**src/rtl/vga_stream_ctrl.sv**
```systemverilog
// VGA timing generator with frame-synchronous source mux, colour-bar
// fallback and a matched output pipeline for pixel and sync.
module vga_stream_ctrl #(
  parameter int   H_ACTIVE = 640,
  parameter int   H_FP     = 16,
  parameter int   H_SYNC   = 96,
  parameter int   H_BP     = 48,
  parameter int   V_ACTIVE = 480,
  parameter int   V_FP     = 10,
  parameter int   V_SYNC   = 2,
  parameter int   V_BP     = 33,
  parameter int   CBITS    = 2,
  parameter int   NUM_SRC  = 4,
  parameter int   SEL_W    = 2,
  parameter int   PIPE     = 2,
  parameter logic SYNC_POL = 1'b0
) (
  input  logic                       clk,
  input  logic                       rst,
  input  logic                       enable,
  input  logic [NUM_SRC*3*CBITS-1:0] src_data,
  input  logic [SEL_W-1:0]           src_sel,
  output logic [9:0]                 x,
  output logic [9:0]                 y,
  output logic                       hs,
  output logic                       vs,
  output logic [3*CBITS-1:0]         rgb,
  output logic                       active,
  output logic                       line_start,
  output logic                       frame_start,
  output logic [15:0]                frame_count
);

  localparam int PW = 3 * CBITS;
  localparam int HT = H_ACTIVE + H_FP + H_SYNC + H_BP;
  localparam int VT = V_ACTIVE + V_FP + V_SYNC + V_BP;

  localparam logic [9:0] X_LAST = 10'(HT - 1);
  localparam logic [9:0] Y_LAST = 10'(VT - 1);
  localparam logic [9:0] HA     = 10'(H_ACTIVE);
  localparam logic [9:0] VA     = 10'(V_ACTIVE);
  localparam logic [9:0] HS_B   = 10'(H_ACTIVE + H_FP);
  localparam logic [9:0] HS_E   = 10'(H_ACTIVE + H_FP + H_SYNC - 1);
  localparam logic [9:0] VS_B   = 10'(V_ACTIVE + V_FP);
  localparam logic [9:0] VS_E   = 10'(V_ACTIVE + V_FP + V_SYNC - 1);

  typedef struct packed {
    logic          hs;
    logic          vs;
    logic          act;
    logic [PW-1:0] rgb;
  } pix_t;

  localparam pix_t IDLE = pix_t'{
    hs:  ~SYNC_POL,
    vs:  ~SYNC_POL,
    act: 1'b0,
    rgb: '0
  };

  logic [SEL_W-1:0] sel_q;
  logic             x_end;
  logic             y_end;
  logic             act0;
  logic [2:0]       bar;
  logic [PW-1:0]    pix0;
  pix_t             st0;
  pix_t             pipe_q [PIPE];

  assign x_end = (x == X_LAST);
  assign y_end = (y == Y_LAST);

  always_ff @(posedge clk or posedge rst) begin
    if (rst) begin
      x <= '0;
      y <= '0;
    end else if (enable) begin
      if (x_end) begin
        x <= '0;
        y <= y_end ? '0 : y + 10'd1;
      end else begin
        x <= x + 10'd1;
      end
    end
  end

  // Source choice only moves on the last tick of a frame.
  always_ff @(posedge clk or posedge rst) begin
    if (rst) begin
      sel_q       <= '0;
      frame_count <= '0;
    end else if (enable && x_end && y_end) begin
      sel_q       <= src_sel;
      frame_count <= frame_count + 16'd1;
    end
  end

  always_comb begin
    bar  = x[9:7];
    pix0 = {{CBITS{bar[2]}}, {CBITS{bar[1]}}, {CBITS{bar[0]}}};
    for (int i = 0; i < NUM_SRC; i++) begin
      if (sel_q == SEL_W'(i)) pix0 = src_data[i*PW +: PW];
    end
  end

  assign act0 = (x < HA) && (y < VA);

  always_comb begin
    st0     = IDLE;
    st0.act = act0;
    st0.hs  = (x >= HS_B && x <= HS_E) ? SYNC_POL : ~SYNC_POL;
    st0.vs  = (y >= VS_B && y <= VS_E) ? SYNC_POL : ~SYNC_POL;
    st0.rgb = act0 ? pix0 : '0;
  end

  always_ff @(posedge clk or posedge rst) begin
    if (rst) begin
      for (int i = 0; i < PIPE; i++) pipe_q[i] <= IDLE;
    end else if (enable) begin
      pipe_q[0] <= st0;
      for (int i = 1; i < PIPE; i++) pipe_q[i] <= pipe_q[i-1];
    end
  end

  assign hs     = pipe_q[PIPE-1].hs;
  assign vs     = pipe_q[PIPE-1].vs;
  assign active = pipe_q[PIPE-1].act;
  assign rgb    = pipe_q[PIPE-1].rgb;

  assign line_start  = enable && (x == '0);
  assign frame_start = enable && (x == '0) && (y == '0);

endmodule

```
**config.mk**
```make
export PLATFORM = sky130hd
export DESIGN_NAME = vga_stream_ctrl
export DESIGN_NICKNAME = d
export VERILOG_FILES = /design/src/rtl/vga_stream_ctrl.sv
export SDC_FILE = /design/constraint.sdc
export NUM_CORES = 1
export LEC_CHECK = 0
export CORE_ASPECT_RATIO = 1.2
export CORE_MARGIN = 8
export CORE_UTILIZATION = 48
export DETAILED_ROUTE_END_ITERATION = 16
export MAX_ROUTING_LAYER = met4
export PLACE_DENSITY = 0.81
export SETUP_SLACK_MARGIN = 0.05
export SLEW_MARGIN = 20
export SYNTH_ARGS = -nofsm -noshare
export SYNTH_HDL_FRONTEND = slang
export SYNTH_SLANG_ARGS = --single-unit
```
**constraint.sdc**
```tcl
create_clock -name clk -period 3 [get_ports clk]
set_input_delay 0.3 -clock clk [delete_from_list [all_inputs] [get_ports clk]]
set_output_delay 0.3 -clock clk [all_outputs]
set_load 0.02 [all_outputs]
```
==> results.txt, run 1 <==
Critical path type - reg2reg
Synth Area in Adders - 2.243%
DR vias - 2,086
# Post-CTS Setup Buffers - 0
Complex-gate fraction of the synthesized area - 4.352%
CTS tree - yes
Mapped Cells - 245
Pin count of the biggest net entering global routing - 23
Syn-to-layout area delta - 31.18%
Worst Tran Pin Value - 0.4482 ns
Setup ws final - 0.3967 ns
Syn avg cell area - 11.38 um2
Fmax - 384.1 MHz
First-pass GRT wire length - 10.48 mm
Ys flop type - dfrtp_1
Max Slew Vio Count - 0
DRC Markers - 0
Nets@finish - 351
Seq/Total Area, Yosys - 50.43%
Crit path time final - 2.603 ns
Final hold viol count - 0
Remaining antenna violation count - 0
Post-synthesis mux area share - 10.45%
Crit path launch type - flop
Max-cap violation count - 0
Via density - 5.461
Unrepaired setup endpoints after global routing - false
Fillers - 479
Final Setup Violations - 0
Initial antenna violation count - 0
Tcrit/Tclk final - 86.78%
WP data required - 3.19 ns
Vias in the first global route - 2,186
Overall power - 0.001757 W
GPL Wtd Cong - 0.8082
CTS H-tree depth - 2
Cts repair resizes - 0
Clk slew on worst S/H paths - 0.10 ns
TritonCTS Sinks - 56
Top post-synthesis cells by area - dfrtp_1 47%, xnor2_1 6.0%, mux2_2 5.2%
Row count - 30
Simple-gate portion of the synthesized area - 17.54%
Chip Width - 85.59 um
Worst-path fanout max - 10
Hold buffer count at cts - 0
Die Y - 99.50 um
Clock Path Buffers - 2
Post-synthesis cell type count - 41
# diodes - 0
Rel. slew slack - 69.90%
Root buf cell - clkbuf_8
Post-Synth XOR/XNOR Area - 9.107%
Leakage - 1.572 nW
Avg WL per Cell - 16.43 um
Die area - 8516 um2
Setup_tns - 0 ns
Hpwl dp - 4.871 mm
TritonCTS Buffers - 5
Initial DRC Count - 87
Worst-Skew Late Latency - 0.30 ns
Largest family of logic cells by synthesized area - simple AND/OR/NAND/NOR gates
HP Class - in2async
Clk_skew - 0.01090 ns
Outcome - finished clean
Peak supply drop - 270.1 uV
Net Count, Synth - 279
Ports - 76
Post-place setup slack - 0.2756 ns
Drt pass-1 iters - 4
Port bufs - 75
Number of synthesized register bits - 56
Total gr overflow - 0
Synth area leader - dfrtp_1
Post-synthesis cell area - 2789 um2
Yosys top cell area share - 46.66%
Initial Utilization - 49.53%
Critical path arrival - 2.80 ns
Synthesis Warnings - 0
EDFF count, synth - 0
GRT Total Usage - 15.54%
CP Capture Type - flop
Proportion of layout cells with a drive suffix above 1 - 13.21%
Most numerous cell in the Yosys netlist - dfrtp_1
PD cells - 480.1 nW/um2
Routed WL - 6.277 mm
Most frequent cells after synthesis - 52 x dfrtp_1, 20 x inv_1, 19 x xnor2_1
Share of flip-flops with an asynchronous set or reset - 100.0%
CORE AREA - 5630 um2
## metal layers
layer	GRT usage [%]	routed length, um	up-vias
li1	-	-	995
met1	18.31	2765	1040
met2	25.66	3147	47
met3	4.373	309	4
met4	3.649	55	0
met5	-	0	-
## state kept, by name, summed over array words and instances (netlist names)
signal / cells
sel_q: 2
vs: 1
x: 10
frame_count: 16
rgb: 6
y: 10
pipe_q: 9
active: 1
hs: 1
## cells by family after synthesis
group | count (synthesis)
flip-flops | 56
multiplexers | 20
adder cells (fa/ha/maj) | 5
AO/OA/AOI/OAI | 20
XOR/XNOR | 29
buffers and inverters | 35
AND/OR/NAND/NOR | 80
## power breakdown
group          internal [W]  switching, W  leakage (nW)  total (W)
Sequential         0.000820      0.000115         0.718   0.000935
Combinational      0.000214      0.000193         0.808   0.000407
Clock              0.000189      0.000226        0.0455   0.000415
## layout by cell type, fill, tap and decap left out, types with 7 or more instances in the layout
master / Yosys / routed
clkdlybuf4s50_1: 0 / 75
dfrtp_1: 52 / 52
inv_1: 20 / 19
mux2_2: 13 / 13
nand2_1: 17 / 17
nand3_1: 14 / 14
nor2_1: 12 / 12
o21ai_0: 7 / 7
xnor2_1: 19 / 19
xor2_1: 10 / 10
## worst paths after layout
| path | startpoint | endpoint | depth (start not counted) | slack [ns] |
|---|---|---|---|---|
| max reg2reg | x[0] | frame_count[13] | 6 | 0.40 |
| min reg2reg | frame_count[15] | frame_count[15] | 1 | 0.49 |
| min in group clk | frame_count[15] | frame_count[15] | 1 | 0.49 |
| max in group asynchronous | rst | hs | 3 | 2.05 |
| min | rst | frame_count[5] | 2 | 0.27 |
| max | x[0] | frame_count[13] | 6 | 0.40 |
## critical path: stages (launching register included)
cell and delay (ns):
dfrtp_1 0.47, ha_1 0.30, nand4_4 0.16, or4_1 0.71, nor4_4 0.52, nand4_1 0.17
xnor2_1 0.16
## area by class of cell
class	count	area (um2)	area share, %
timing repair buffer	80	788.3	21.55
sequential	56	1406	38.44
multi-input combinational	154	1219	33.31
inverter	20	75.07	2.052
tap	64	80.08	2.189
clock buffer	8	90.09	2.462
## per-stage QoR
| step | instances | hold slack, ns | util, % | instance area [um2] |
|---|---|---|---|---|
| 3_5_place_dp | 374 | 0.4639 | 63.38 | 3568 |
| 2_1_floorplan | 245 | 0.4517 | - | 2789 |
| 6_report | 382 | 0.2735 | 64.98 | 3659 |
| 4_1_cts | 382 | 0.2832 | 64.98 | 3659 |
| 3_3_place_gp | 374 | 0.4779 | 63.38 | 3568 |
| 5_1_grt | 382 | 0.3023 | 64.98 | 3659 |
No activity file was read; power rests on OpenSTA's default activity.
==> run 2: changes to the inputs <==
--- a/config.mk
+++ b/config.mk
@@ -6,7 +6,7 @@
 export NUM_CORES = 1
 export LEC_CHECK = 0
 export CORE_ASPECT_RATIO = 1.2
-export CORE_MARGIN = 8
+export CORE_MARGIN = 4
 export CORE_UTILIZATION = 48
 export DETAILED_ROUTE_END_ITERATION = 16
 export MAX_ROUTING_LAYER = met4
==> run 2 against run 1 <==
Effect of this change:
- total power is 4.0% higher
- final cell count decreased by 0.52%
- die area is 17% lower
- register-to-register slack hardly changed
- final area increased by 0.41%
- clock skew decreased by 0.0039 ns
- combinational power about the same
- highest routed layer unchanged
==> results.txt, run 2 (same netlist as run 1, synthesis figures left out) <==
Hold buffer count at cts - 0 (unchanged)
Commonest non-fill, non-tap cell in the layout - clkdlybuf4s50_1
GPL Wtd Cong - 0.7939 (-1.8%)
Clk_skew - 0.006996 ns (-0.003907 ns)
Initial antenna violation count - 0 (unchanged)
Critical path type - reg2reg
Via density - 5.445 (-0.29%)
Crit path launch type - flop
Worst-path fanout max - 10 (unchanged)
Switching part of the total - 29.84% (-0.57 points)
Top flop regs - frame_count (16), x (10), y (10)
Root buf cell - clkbuf_8
Setup_tns - 0 ns (unchanged)
Initial Utilization - 49.53% (unchanged)
Row count - 30 (unchanged)
DR vias - 2,069 (-0.81%)
Tcrit/Tclk final - 86.87% (+0.090 points)
Worst-Skew Late Latency - 0.31 ns (about the same)
Combinational share of power - 22.1% (-1.0 points)
CTS tree - yes
Final Setup Violations - 0 (unchanged)
Critical path arrival - 2.81 ns (about the same)
First-pass GRT wire length - 10.57 mm (+0.85%)
Initial DRC Count - 82 (-5.7%)
Proportion of layout cells with a drive suffix above 1 - 12.97% (-0.23 points)
TritonCTS Buffers - 5 (unchanged)
Clock power share - 26.6% (+3.0 points)
# diodes - 0 (unchanged)
Crit-path cells - ha_1, nand4_4, or4_1, nor4_4, nand4_1, xnor2_1
CP max stage delay - 0.72 ns (about the same)
Die area - 7099 um2 (-17%)
Worst Tran Pin Value - 0.6109 ns (+0.1627 ns)
Nets@finish - 349 (-0.57%)
Peak supply drop - 312.7 uV (+16%)
Max reg flops - 16 (unchanged)
Port bufs - 75 (unchanged)
Die Y - 91.50 um (-8.0%)
Remaining antenna violation count - 0 (unchanged)
HP Class - in2async
Setup ws final - 0.3939 ns (-0.002706 ns)
Vias in the first global route - 2,176 (-0.46%)
GRT Total Usage - 19.10% (+3.6 points)
CORE AREA - 5630 um2 (unchanged)
Syn-to-layout area delta - 31.72%
Reg-to-reg critical path startpoint - x[0]
DRC Markers - 0 (unchanged)
Pin count of the biggest net entering global routing - 30 (+30%)
Ports - 76 (unchanged)
WP buf/inv - 0 (unchanged)
# Post-CTS Setup Buffers - 0 (unchanged)
TritonCTS Sinks - 56 (unchanged)
Biggest register - frame_count
Outcome - finished clean
Sequential power share - 51.3% (-1.9 points)
Avg WL per Cell - 15.93 um (-3.0%)
Clk slew on worst S/H paths - 0.10 ns (about the same)
R2r worst-path depth - 6 (unchanged)
Hold Slack - 0.3725 ns (+0.09898 ns)
Top delay family on crit path - simple AND/OR/NAND/NOR gates
CTS H-tree depth - 2 (unchanged)
PD cells - 497.3 nW/um2 (+3.6%)
Clock Path Buffers - 2 (unchanged)
Most frequent cells in the layout - 75 x clkdlybuf4s50_1, 52 x dfrtp_1, 19 x inv_1, 19 x xnor2_1, 17 x nand2_1
Rel. slew slack - 59.21% (-11 points)
Post-place setup slack - 0.2605 ns (-0.01506 ns)
Fmax - 383.7 MHz (-0.10%)
R2R Setup Slk - 0.39 ns (about the same)
Int Pwr - 0.001282 W (+4.8%)
Drt pass-1 iters - 4 (unchanged)
Net Switching - 0.0005451 W (+2.1%)
Worst flop-to-flop path endpoint - frame_count[13]
Max Slew Vio Count - 0 (unchanged)
Overall power - 0.001827 W (+4.0%)
Leakage - 1.577 nW (+0.30%)
Chip Width - 77.59 um (-9.3%)
Final hold viol count - 0 (unchanged)
Cts repair resizes - 0 (unchanged)
Slowest-stage cell, CP - or4_1
WP data required - 3.20 ns (about the same)
Hpwl dp - 4.516 mm (-7.3%)
CP Capture Type - flop
Routed WL - 6.054 mm (-3.6%)
Max-cap violation count - 0 (unchanged)
Crit path time final - 2.606 ns (+0.002706 ns)
Total gr overflow - 0 (unchanged)
Unrepaired setup endpoints after global routing - false
==> run 2: cell type report <==
cell class / instances / area [um2]
fill: 473 / 1957
sequential: 56 / 1406
multi-input combinational: 154 / 1219
timing repair buffer: 78 / 785.8
tap: 64 / 80.08
inverter: 20 / 75.07
clock buffer: 6 / 72.57
clock inverter: 2 / 35.03
==> run 2: through the flow <==
| stage | util (%) | cell area, um2 | std cells |
|---|---|---|---|
| 4_1_cts | 65.24 | 3674 | 380 |
| 3_3_place_gp | 63.33 | 3566 | 372 |
| 6_report | 65.24 | 3674 | 380 |
| 3_5_place_dp | 63.33 | 3566 | 372 |
| 2_1_floorplan | - | 2789 | 245 |
| 5_1_grt | 65.24 | 3674 | 380 |
==> run 2: worst max path at each step <==
stage	end	cells after the start	start
floorplan	y[9]	7	x[0]
global placement	frame_count[13]	6	enable
detailed placement	frame_count[13]	6	enable
CTS	frame_count[13]	6	x[0]
global route	frame_count[13]	6	x[0]
finish	frame_count[13]	6	x[0]
==> run 2: power groups by stage <==
| stage | clock (W) | sequential [W] | combinational (W) |
|---|---|---|---|
| floorplan | 0 | 0.000952 | 0.000224 |
| global placement | 0 | 0.000948 | 0.000401 |
| detailed placement | 0 | 0.000952 | 0.000410 |
| CTS | 0.000499 | 0.000937 | 0.000411 |
| global route | 0.000532 | 0.000955 | 0.000448 |
| finish | 0.000487 | 0.000937 | 0.000404 |
==> run 2: layer usage <==
layer  routed length, um  vias to the layer above  track usage (%)
met1                2688                     1021            24.50
met4                  93                        0            5.786
li1                    -                      988                -
met5                   0                        -                -
met3                 198                        8            3.472
met2                3073                       52            30.79
